### config.mk
export PLATFORM = sky130hd
export DESIGN_NAME = uart_cmd_decoder_flat
export DESIGN_NICKNAME = d
export VERILOG_FILES = /design/src/rtl/uart_cmd_decoder_if.sv /design/src/rtl/uart_cmd_decoder.sv /design/src/flat_wrapper.sv
export SDC_FILE = /design/constraint.sdc
export NUM_CORES = 1
export LEC_CHECK = 0
export BUFFER_PORTS_ARGS = -buffer_cell sky130_fd_sc_hd__buf_2
export CAP_MARGIN = 15
export CELL_PAD_IN_SITES_DETAIL_PLACEMENT = 0
export CELL_PAD_IN_SITES_GLOBAL_PLACEMENT = 1
export CORE_MARGIN = 5
export CORE_UTILIZATION = 40
export CTS_CLUSTER_DIAMETER = 50
export DETAILED_ROUTE_END_ITERATION = 7
export PLACE_DENSITY = 0.71
export SYNTH_ARGS = -nofsm -noshare
export SYNTH_HDL_FRONTEND = slang
export SYNTH_SLANG_ARGS = --single-unit
### constraint.sdc
create_clock -name i_Clk -period 5.59 [get_ports i_Clk]
set_input_delay 0 -clock i_Clk [delete_from_list [all_inputs] [get_ports i_Clk]]
set_output_delay 0 -clock i_Clk [all_outputs]
set_load 0.05 [all_outputs]
### src/rtl/uart_cmd_decoder_if.sv
// Byte-stream input and register/ACK outputs of uart_cmd_decoder.
// slave = the decoder, master = the UART_RX / PID side that feeds and consumes it.
interface uart_cmd_decoder_if #(
   parameter int NUM_GAINS = 3,
   parameter int GAIN_W    = 36
);
   logic                        i_RX_DV;
   logic [7:0]                  i_RX_Byte;
   logic [NUM_GAINS*GAIN_W-1:0] o_gains;
   logic [7:0]                  o_ctrl;
   logic                        o_wr_pulse;
   logic [7:0]                  o_wr_addr;
   logic                        o_err_pulse;
   logic [1:0]                  o_err_code;
   logic                        o_ack_dv;
   logic [7:0]                  o_ack_byte;

   modport master (
      output i_RX_DV, i_RX_Byte,
      input  o_gains, o_ctrl, o_wr_pulse, o_wr_addr,
             o_err_pulse, o_err_code, o_ack_dv, o_ack_byte
   );

   modport slave (
      input  i_RX_DV, i_RX_Byte,
      output o_gains, o_ctrl, o_wr_pulse, o_wr_addr,
             o_err_pulse, o_err_code, o_ack_dv, o_ack_byte
   );
endinterface

### src/rtl/uart_cmd_decoder.sv
// Framed register-write decoder: SOF, addr, DATA_BYTES payload (MSB first), [CSUM], EOF -> write + ACK/NAK.
// Optional checksum byte before EOF is enabled by defining UART_CMD_CHECKSUM_EN.
module uart_cmd_decoder #(
   parameter int         NUM_GAINS    = 3,
   parameter int         GAIN_W       = 36,
   parameter int         DATA_BYTES   = 5,
   parameter logic [7:0] SOF_BYTE     = 8'hAA,
   parameter logic [7:0] EOF_BYTE     = 8'hBB,
   parameter int         TIMEOUT_CLKS = 50000
) (
   input logic               i_Clk,
   input logic               i_Rst_n,
   uart_cmd_decoder_if.slave bus
);
   localparam int               KEEP_W    = (GAIN_W > 8) ? GAIN_W : 8;
   localparam int               CNT_W     = $clog2(TIMEOUT_CLKS + 1);
   localparam int               BC_W      = $clog2(DATA_BYTES + 1);
   localparam logic [CNT_W-1:0] TO_LAST   = CNT_W'(TIMEOUT_CLKS - 1);
   localparam logic [BC_W-1:0]  DATA_LAST = BC_W'(DATA_BYTES - 1);
   localparam logic [7:0]       MAX_ADDR  = 8'(NUM_GAINS);
   localparam logic [7:0]       ACK_BYTE  = 8'h06;
   localparam logic [7:0]       NAK_BYTE  = 8'h15;
   localparam logic [1:0]       ERR_ADDR  = 2'd1;
   localparam logic [1:0]       ERR_EOF   = 2'd2;
   localparam logic [1:0]       ERR_CHECK = 2'd3;

   typedef enum logic [2:0] {ST_IDLE, ST_ADDR, ST_DATA, ST_CSUM, ST_EOF} state_t;

   state_t                      state_q;
   logic [1:0]                  rstSync_q;
   logic                        rstInt_n;
   logic [7:0]                  addr_q;
   logic [KEEP_W-1:0]           payload_q;
   logic [KEEP_W-1:0]           payload_d;
   logic [BC_W-1:0]             byteCnt_q;
   logic [CNT_W-1:0]            timeoutCnt_q;
   logic [CNT_W-1:0]            timeoutCnt_d;
   logic                        timeoutHit;
   logic                        csumBad;
   logic [NUM_GAINS*GAIN_W-1:0] gains_q;
   logic [7:0]                  ctrl_q;
   logic                        wrPulse_q;
   logic [7:0]                  wrAddr_q;
   logic                        errPulse_q;
   logic [1:0]                  errCode_q;
   logic                        ackDv_q;
   logic [7:0]                  ackByte_q;
`ifdef UART_CMD_CHECKSUM_EN
   logic [7:0]                  csum_q;
`endif

   // Reset asserts immediately but releases only after two clean clock edges.
   always_ff @(posedge i_Clk or negedge i_Rst_n) begin
      if (!i_Rst_n) rstSync_q <= 2'b00;
      else          rstSync_q <= {rstSync_q[0], 1'b1};
   end
   assign rstInt_n = rstSync_q[1];

   // Only the low KEEP_W payload bits can ever reach a register, so older bytes fall off the top.
   always_comb begin
      payload_d  = KEEP_W'({payload_q, bus.i_RX_Byte});
      timeoutHit = (state_q != ST_IDLE) && !bus.i_RX_DV && (timeoutCnt_q == TO_LAST);
      if ((state_q == ST_IDLE) || bus.i_RX_DV || timeoutHit) timeoutCnt_d = '0;
      else                                                     timeoutCnt_d = timeoutCnt_q + CNT_W'(1);
`ifdef UART_CMD_CHECKSUM_EN
      csumBad = (csum_q != 8'h00);
`else
      csumBad = 1'b0;
`endif
   end

   always_ff @(posedge i_Clk or negedge rstInt_n) begin
      if (!rstInt_n) begin
         state_q      <= ST_IDLE;
         addr_q       <= '0;
         payload_q    <= '0;
         byteCnt_q    <= '0;
         timeoutCnt_q <= '0;
         gains_q      <= '0;
         ctrl_q       <= '0;
         wrPulse_q    <= 1'b0;
         wrAddr_q     <= '0;
         errPulse_q   <= 1'b0;
         errCode_q    <= '0;
         ackDv_q      <= 1'b0;
         ackByte_q    <= '0;
`ifdef UART_CMD_CHECKSUM_EN
         csum_q       <= '0;
`endif
      end else begin
         wrPulse_q    <= 1'b0;
         errPulse_q   <= 1'b0;
         ackDv_q      <= 1'b0;
         timeoutCnt_q <= timeoutCnt_d;
         if (timeoutHit) begin
            errPulse_q <= 1'b1;
            errCode_q  <= ERR_CHECK;
            ackDv_q    <= 1'b1;
            ackByte_q  <= NAK_BYTE;
            state_q    <= ST_IDLE;
         end else if (bus.i_RX_DV) begin
            unique case (state_q)
               ST_IDLE: begin
                  if (bus.i_RX_Byte == SOF_BYTE) state_q <= ST_ADDR;
               end
               ST_ADDR: begin
                  addr_q    <= bus.i_RX_Byte;
                  payload_q <= '0;
                  byteCnt_q <= '0;
`ifdef UART_CMD_CHECKSUM_EN
                  csum_q    <= bus.i_RX_Byte;
`endif
                  state_q   <= ST_DATA;
               end
               ST_DATA: begin
                  payload_q <= payload_d;
                  byteCnt_q <= byteCnt_q + BC_W'(1);
`ifdef UART_CMD_CHECKSUM_EN
                  csum_q    <= csum_q ^ bus.i_RX_Byte;
                  if (byteCnt_q == DATA_LAST) state_q <= ST_CSUM;
`else
                  if (byteCnt_q == DATA_LAST) state_q <= ST_EOF;
`endif
               end
               ST_CSUM: begin
`ifdef UART_CMD_CHECKSUM_EN
                  csum_q  <= csum_q ^ bus.i_RX_Byte;
`endif
                  state_q <= ST_EOF;
               end
               ST_EOF: begin
                  // A good frame XORs to zero once its checksum byte is folded in.
                  ackDv_q <= 1'b1;
                  state_q <= ST_IDLE;
                  if ((bus.i_RX_Byte != EOF_BYTE) || csumBad || (addr_q > MAX_ADDR)) begin
                     errPulse_q <= 1'b1;
                     ackByte_q  <= NAK_BYTE;
                     if (bus.i_RX_Byte != EOF_BYTE) errCode_q <= ERR_EOF;
                     else if (csumBad)              errCode_q <= ERR_CHECK;
                     else                           errCode_q <= ERR_ADDR;
                  end else begin
                     wrPulse_q <= 1'b1;
                     wrAddr_q  <= addr_q;
                     ackByte_q <= ACK_BYTE;
                     if (addr_q == 8'd0) ctrl_q <= payload_q[7:0];
                     for (int k = 1; k <= NUM_GAINS; k++) begin
                        if (addr_q == 8'(k)) gains_q[(k-1)*GAIN_W +: GAIN_W] <= payload_q[GAIN_W-1:0];
                     end
                  end
               end
               default: state_q <= ST_IDLE;
            endcase
         end
      end
   end

   assign bus.o_gains     = gains_q;
   assign bus.o_ctrl      = ctrl_q;
   assign bus.o_wr_pulse  = wrPulse_q;
   assign bus.o_wr_addr   = wrAddr_q;
   assign bus.o_err_pulse = errPulse_q;
   assign bus.o_err_code  = errCode_q;
   assign bus.o_ack_dv    = ackDv_q;
   assign bus.o_ack_byte  = ackByte_q;
endmodule

### src/flat_wrapper.sv
// flat-port wrapper written by rule: the top's interface ports become plain ports
module uart_cmd_decoder_flat 
#(
   parameter int         NUM_GAINS    = 3,
   parameter int         GAIN_W       = 36,
   parameter int         DATA_BYTES   = 5,
   parameter logic [7:0] SOF_BYTE     = 8'hAA,
   parameter logic [7:0] EOF_BYTE     = 8'hBB,
   parameter int         TIMEOUT_CLKS = 50000
)
  (i_Clk, i_Rst_n, bus_i_RX_DV, bus_i_RX_Byte, bus_o_gains, bus_o_ctrl, bus_o_wr_pulse, bus_o_wr_addr, bus_o_err_pulse, bus_o_err_code, bus_o_ack_dv, bus_o_ack_byte);
  uart_cmd_decoder_if #(.NUM_GAINS(NUM_GAINS), .GAIN_W(GAIN_W)) bus_i ();
  input logic i_Clk;
  input logic i_Rst_n;
  input wire logic [$bits(bus_i.i_RX_DV)-1:0] bus_i_RX_DV;
  input wire logic [$bits(bus_i.i_RX_Byte)-1:0] bus_i_RX_Byte;
  output wire logic [$bits(bus_i.o_gains)-1:0] bus_o_gains;
  output wire logic [$bits(bus_i.o_ctrl)-1:0] bus_o_ctrl;
  output wire logic [$bits(bus_i.o_wr_pulse)-1:0] bus_o_wr_pulse;
  output wire logic [$bits(bus_i.o_wr_addr)-1:0] bus_o_wr_addr;
  output wire logic [$bits(bus_i.o_err_pulse)-1:0] bus_o_err_pulse;
  output wire logic [$bits(bus_i.o_err_code)-1:0] bus_o_err_code;
  output wire logic [$bits(bus_i.o_ack_dv)-1:0] bus_o_ack_dv;
  output wire logic [$bits(bus_i.o_ack_byte)-1:0] bus_o_ack_byte;
  assign bus_i.i_RX_DV = bus_i_RX_DV;
  assign bus_i.i_RX_Byte = bus_i_RX_Byte;
  assign bus_o_gains = bus_i.o_gains;
  assign bus_o_ctrl = bus_i.o_ctrl;
  assign bus_o_wr_pulse = bus_i.o_wr_pulse;
  assign bus_o_wr_addr = bus_i.o_wr_addr;
  assign bus_o_err_pulse = bus_i.o_err_pulse;
  assign bus_o_err_code = bus_i.o_err_code;
  assign bus_o_ack_dv = bus_i.o_ack_dv;
  assign bus_o_ack_byte = bus_i.o_ack_byte;
  uart_cmd_decoder #(.NUM_GAINS(NUM_GAINS), .GAIN_W(GAIN_W), .DATA_BYTES(DATA_BYTES), .SOF_BYTE(SOF_BYTE), .EOF_BYTE(EOF_BYTE), .TIMEOUT_CLKS(TIMEOUT_CLKS)) u_core (.i_Clk(i_Clk), .i_Rst_n(i_Rst_n), .bus(bus_i));
endmodule
==> results.yml, run 1 <==
setup_path:
  path_buf_inv: 0
  cp-end-kind: "flip-flop"
  crit_fanout: 36
  crit_type: "flip-flop to flip-flop"
  cpPeakStageDelay_ns: 0.94
  cp.arrival_ns: 3.34
  cp_data_required_time_ns: 5.91
  crit_family: "simple AND/OR/NAND/NOR gates"
  cpMaxStageDelayCell: "nor4bb_2"
  startpoint_type: "flip-flop"
  crit_path_cell_trace: "nor4bb_2 -> nand4b_4 -> mux2_2"
power:
  powerDensity_nw_per_um2: 297.6
  power_mw: 2.857
  leakagePower_nw: 5.187
  worst_ir_drop_vdd_v: 0.0002211
layout:
  post_route_cells_drive_above_1_share_pct: 39.92
  num_antenna_cells: 0
  final_area_um2: 9600
  fin_util_pct: 49.33
  final_cells: 1034
  area_growth_pct: 21.68
  layout.nets: 770
clock_network:
  clk_pin_slew_ns: 0.08
  htreeDepth: 4
  cts_inserted_buffers: 17
  cts_max_path_buffers: 2
  ctsResizeCount: 0
  clkLatencyLatePin_ns: 0.43
  cts_tree: "built"
  root_buffer: "clkbuf_16"
  cts.sinks: 200
grt:
  grtUsageMet3_pct: 3.311
  overflow: 0
  grt_use_met1_pct: 22.05
  grt_pass1_wl_um: 28550
  grt_pass1_vias: 5213
  grt_start_max_net_pins: 199
  use_met2_pct: 26.33
  grt_antenna_before_repair: 0
  grtUsageTotal_pct: 16.28
  top_usage_layer: "met2"
die:
  die_area_um2: 22630
  start_util_pct: 40.54
  std_cell_rows: 51
  num_io_pins: 148
  dieHeight_um: 150.4
  die_w_um: 150.4
  fp.coreArea_um2: 19460
sta:
  final-max-slew-violation-count: 0
  tns_ns: 0
  layout_min_cycle_time_ns: 3.021
  tightest_slew_ns: 1.095
  fin_ws_ns: 2.569
  rsz0062_at_grt: "no"
  fmax_mhz: 331.1
  final-setup-viol-count: 0
  hold_violations: 0
  final.period_utilization_pct: 54.04
  hold-worst-slack_ns: 0.01680
  relSlewSlack_pct: 25.98
  clock_skew_ns: 0.01288
synthesis:
  yosysMostFrequentCell: "dfrtp_1"
  async_flop_share_pct: 100.0
  synthCells: 611
  netlist.area_leader.share_pct: 63.43
  synth.distinct_cells: 43
  synthTopCellsByCount: "dfrtp_1 (200), mux2_2 (115), nand2_1 (111), o21ai_0 (28), nor2_1 (21)"
  synth.area.top_cells: "dfrtp_1 (63%), mux2_2 (16%), nand2_1 (5.3%), o21ai_0 (1.8%), xnor2_1 (1.3%)"
  synthFlopType: "dfrtp_1"
  ys_seq_elements: 200
  synth.avg_cell_area_um2: 12.91
  synth_area_leader_cell: "dfrtp_1"
  syn_area_um2: 7890
  synth_edf_count: 0
  seq_area_frac_synth_pct: 63.43
  yosysWarningCount: 0
place:
  numPortBuffers: 143
  hpwl_um: 11910
  dp_slack_ns: 2.554
  routabilityCongestion: 0.7877
  post_dp_cell_area_um2: 8865
  placed_cells: 992
drt:
  wl_per_cell_um: 17.23
  num_vias: 5133
  routed_wl_um: 17820
  drtPass1Iterations: 5
  vias_per_cell: 4.964
  drt_iter0_markers: 242
  ant_nets: 0
  drc: 0
job:
  max_cap_violations: 0
hold_path:
  worstHoldPathType: "input pin to flip-flop"
status:
  status: "finished clean"
power breakdown:
group          leakage, nW  switching (mW)  internal [mW]
logic                 2.11          0.0577         0.0215
clock network        0.310           0.563          0.744
registers             2.77          0.0140           1.46
total                 5.19           0.635           2.22
placed cells by master (no fill, tap or decap), drive strengths merged, types with 2 or more instances in the layout:
cell type / n
nor4: 4
a21oi: 2
ha: 3
or3: 2
clkbuf: 19
o21ai: 28
nand4b: 5
xor2: 3
mux2: 119
and2: 6
dlygate4sd3: 10
inv: 13
nand2: 111
nor2: 21
clkinv: 2
nor3: 8
xnor2: 12
nand2b: 2
nand3: 17
bufinv: 3
dfrtp: 200
buf: 147
nor4b: 3
and3: 2
nand4: 6
conb: 5
nor4bb: 3
routing by layer:
layer  vias up  share of wire [%]
li1       2381                  -
met1      2604                 44
met2       128                 50
met3        20                4.7
met4         0                1.3
met5         -                  0
flip-flops by register name, indices dropped and copies added (netlist names):
| register | count |
|---|---|
| u_core.bus.o_gains | 108 |
| u_core.payload_q | 36 |
| u_core.timeoutCnt_q | 16 |
| u_core.addr_q | 8 |
| u_core.bus.o_ctrl | 8 |
| u_core.bus.o_wr_addr | 8 |
| u_core.bus.o_ack_byte | 3 |
| u_core.byteCnt_q | 3 |
| u_core.state_q | 3 |
| u_core.bus.o_err_code | 2 |
| u_core.rstSync_q | 2 |
| u_core.bus.o_ack_dv | 1 |
| u_core.bus.o_err_pulse | 1 |
| u_core.bus.o_wr_pulse | 1 |
what timing repair did:
item                                   4_1_cts  5_1_grt
endpoints found under the hold margin       19        0
hold buffers                                10        0
setup buffers                                0        0
area by class of cell:
| class | count | area (µm²) |
|---|---|---|
| timing repair buffer | 157 | 858.3 |
| tap | 265 | 331.6 |
| clock inverter | 13 | 182.7 |
| fill | 1739 | 9862 |
| inverter | 6 | 22.52 |
| multi-input combinational | 374 | 2744 |
| clock buffer | 19 | 452.9 |
| sequential | 200 | 5009 |
worst reg2reg max path, stage by stage (launching register included):
cell      delay, ns
dfrtp_1        0.53
nor4bb_2       0.94
nand4b_4       0.88
mux2_2         0.56
final timing paths:
kind,start,to,slack (ns),depth (start not counted)
setup reg to reg,u_core.state_q[2],u_core.bus.o_gains[59],2.57,3
hold / removal,bus_i_RX_DV,u_core.payload_q[5],0.02,3
hold reg to reg,u_core.rstSync_q[0],u_core.rstSync_q[1],0.36,0
max in group asynchronous,u_core.rstSync_q[1],u_core.bus.o_gains[34],4.25,1
min in group asynchronous,i_Rst_n,u_core.rstSync_q[1],0.41,3
setup / recovery,u_core.state_q[2],u_core.bus.o_gains[59],2.57,3
logic make-up after synthesis:
group,after synthesis,synth area share [%]
other,2,0.09518
buffers and inverters,40,2.268
AND/OR/NAND/NOR,197,12.67
adder cells (fa/ha/maj),3,0.4758
XOR/XNOR,15,1.665
flip-flops,200,63.43
AO/OA/AOI/OAI,35,2.410
multiplexers,119,16.98
(Power assumes the default switching activity.)
==> inputs of run 2 (changes only) <==
- clock period: 5.59 -> 2.55 ns (I/O delays scaled with it)
==> results.yml, run 2 (synthesis gave the netlist of run 1 again) <==
status:
  status: "finished clean"
sta:
  final-setup-viol-count: 0
  final-max-slew-violation-count: 0
  clock_skew_ns: 0.01053
  relSlewSlack_pct: 42.63
  rsz0062_at_grt: "no"
  hold_violations: 0
  fmax_mhz: 446.3
  layout_min_cycle_time_ns: 2.240
  tightest_slew_ns: 0.8574
  hold-worst-slack_ns: 0.01712
  fin_ws_ns: 0.3096
  final.period_utilization_pct: 87.86
  tns_ns: 0
clock_network:
  cts_inserted_buffers: 17
  clkLatencyLatePin_ns: 0.43
  cts.sinks: 200
  root_buffer: "clkbuf_16"
  cts_tree: "built"
  cts_max_path_buffers: 2
  clk_pin_slew_ns: 0.07
  htreeDepth: 4
setup_path:
  r2r_slack_ns: 0.31
  cp-end-kind: "flip-flop"
  startpoint_type: "flip-flop"
  r2r_start: "u_core.addr_q[7]"
  crit_type: "flip-flop to flip-flop"
  reg2reg_depth: 6
  crit_path_end: "u_core.bus.o_ctrl[2]"
  cp.arrival_ns: 2.56
  cp_data_required_time_ns: 2.87
  r2r-end: "u_core.bus.o_ctrl[2]"
  crit_fanout: 8
  crit_start: "u_core.addr_q[7]"
power:
  powerDensity_nw_per_um2: 634.0
  worst_ir_drop_vdd_v: 0.0004671
  leakagePower_nw: 5.241
layout:
  final_cell_mix: "dfrtp_1 (199), buf_2 (143), mux2_2 (115), nand2_1 (111), o21ai_0 (28)"
  num_antenna_cells: 0
  final_area_um2: 9698
  area_growth_pct: 22.91
  largest_register_ffs: 108
  nFillCells: 1763
  layout.nets: 784
  fin_util_pct: 49.83
  post_route_cells_drive_above_1_share_pct: 40.87
  layout_commonest_cell: "dfrtp_1"
grt:
  grt_pass1_vias: 5354
  grt_antenna_before_repair: 0
  overflow: 0
  grt_start_max_net_pins: 56
  grtUsageTotal_pct: 16.77
  grt_pass1_wl_um: 29440
job:
  max_cap_violations: 0
drt:
  drt_iter0_markers: 237
  drtPass1Iterations: 4
  ant_nets: 0
  routed_wl_um: 18270
  drc: 0
  num_vias: 5138
  vias_per_cell: 4.903
  wl_per_cell_um: 17.44
place:
  post_dp_cell_area_um2: 8995
  numPortBuffers: 143
  dp_slack_ns: 0.3036
  hpwl_um: 13030
  routabilityCongestion: 0.7977
die:
  start_util_pct: 40.54
  dieHeight_um: 150.4
  num_io_pins: 148
  fp.coreArea_um2: 19460
  die_area_um2: 22630
  std_cell_rows: 51
  die_w_um: 150.4
hold_path:
  worstHoldPathType: "input pin to flip-flop"
run 2: metal layers:
layer  global-route usage, %  vias to the layer above  share of wire [%]
li1                        -                     2402                  -
met1                   22.09                     2605                 44
met2                   27.94                      116                 50
met3                   4.094                       15                5.3
met4                   4.300                        0                1.1
met5                       0                        -                  0
run 2: power breakdown:
| part | total, mW | internal [mW] | switching (mW) |
|---|---|---|---|
| sequential | 3.23 | 3.19 | 0.0405 |
| combinational | 0.174 | 0.0558 | 0.119 |
| clock | 2.74 | 1.50 | 1.24 |
| total | 6.15 | 4.75 | 1.40 |
run 2: through the flow:
stage                     power (mW)  cells
after floorplan                3.399    614
after global placement         3.458   1006
after detailed placement       3.467   1006
after CTS                      6.213   1048
after global routing           6.378   1048
final                          6.149   1048
run 2: worst min path at each step:
stage               slack, ns  cells after the start             endpoint         from
floorplan               -0.30                      0  u_core.rstSync_q[0]      i_Rst_n
detailed placement      -0.21                      1  u_core.rstSync_q[0]      i_Rst_n
finish                   0.02                      3  u_core.payload_q[8]  bus_i_RX_DV
CTS                     0.008                      3  u_core.payload_q[8]  bus_i_RX_DV
global placement        -0.21                      1  u_core.rstSync_q[0]      i_Rst_n
global route             0.03                      3  u_core.payload_q[8]  bus_i_RX_DV
run 2: final cells by class:
type	count	area (µm²)	area share, %
clock inverters	13	160.2	1.651
flip-flops and latches	200	5009	51.64
multi-input cells	374	2744	28.29
well taps	265	331.6	3.419
inverters	6	22.52	0.2322
repair buffers	171	988.4	10.19
clock buffers	19	442.9	4.567
run 2: worst max-delay path: stages, from the launching register on:
cell and delay, ns:
dfrtp_1 0.38, or4_4 0.55, nor4_4 0.25, buf_4 0.21
nor4b_4 0.19, buf_4 0.20, mux2_2 0.35
run 2: timing repair:
action	4_1_cts	5_1_grt
resized for setup	0	0
setup buffers	0	0
hold buffers	10	0
endpoints found under the hold margin	19	0
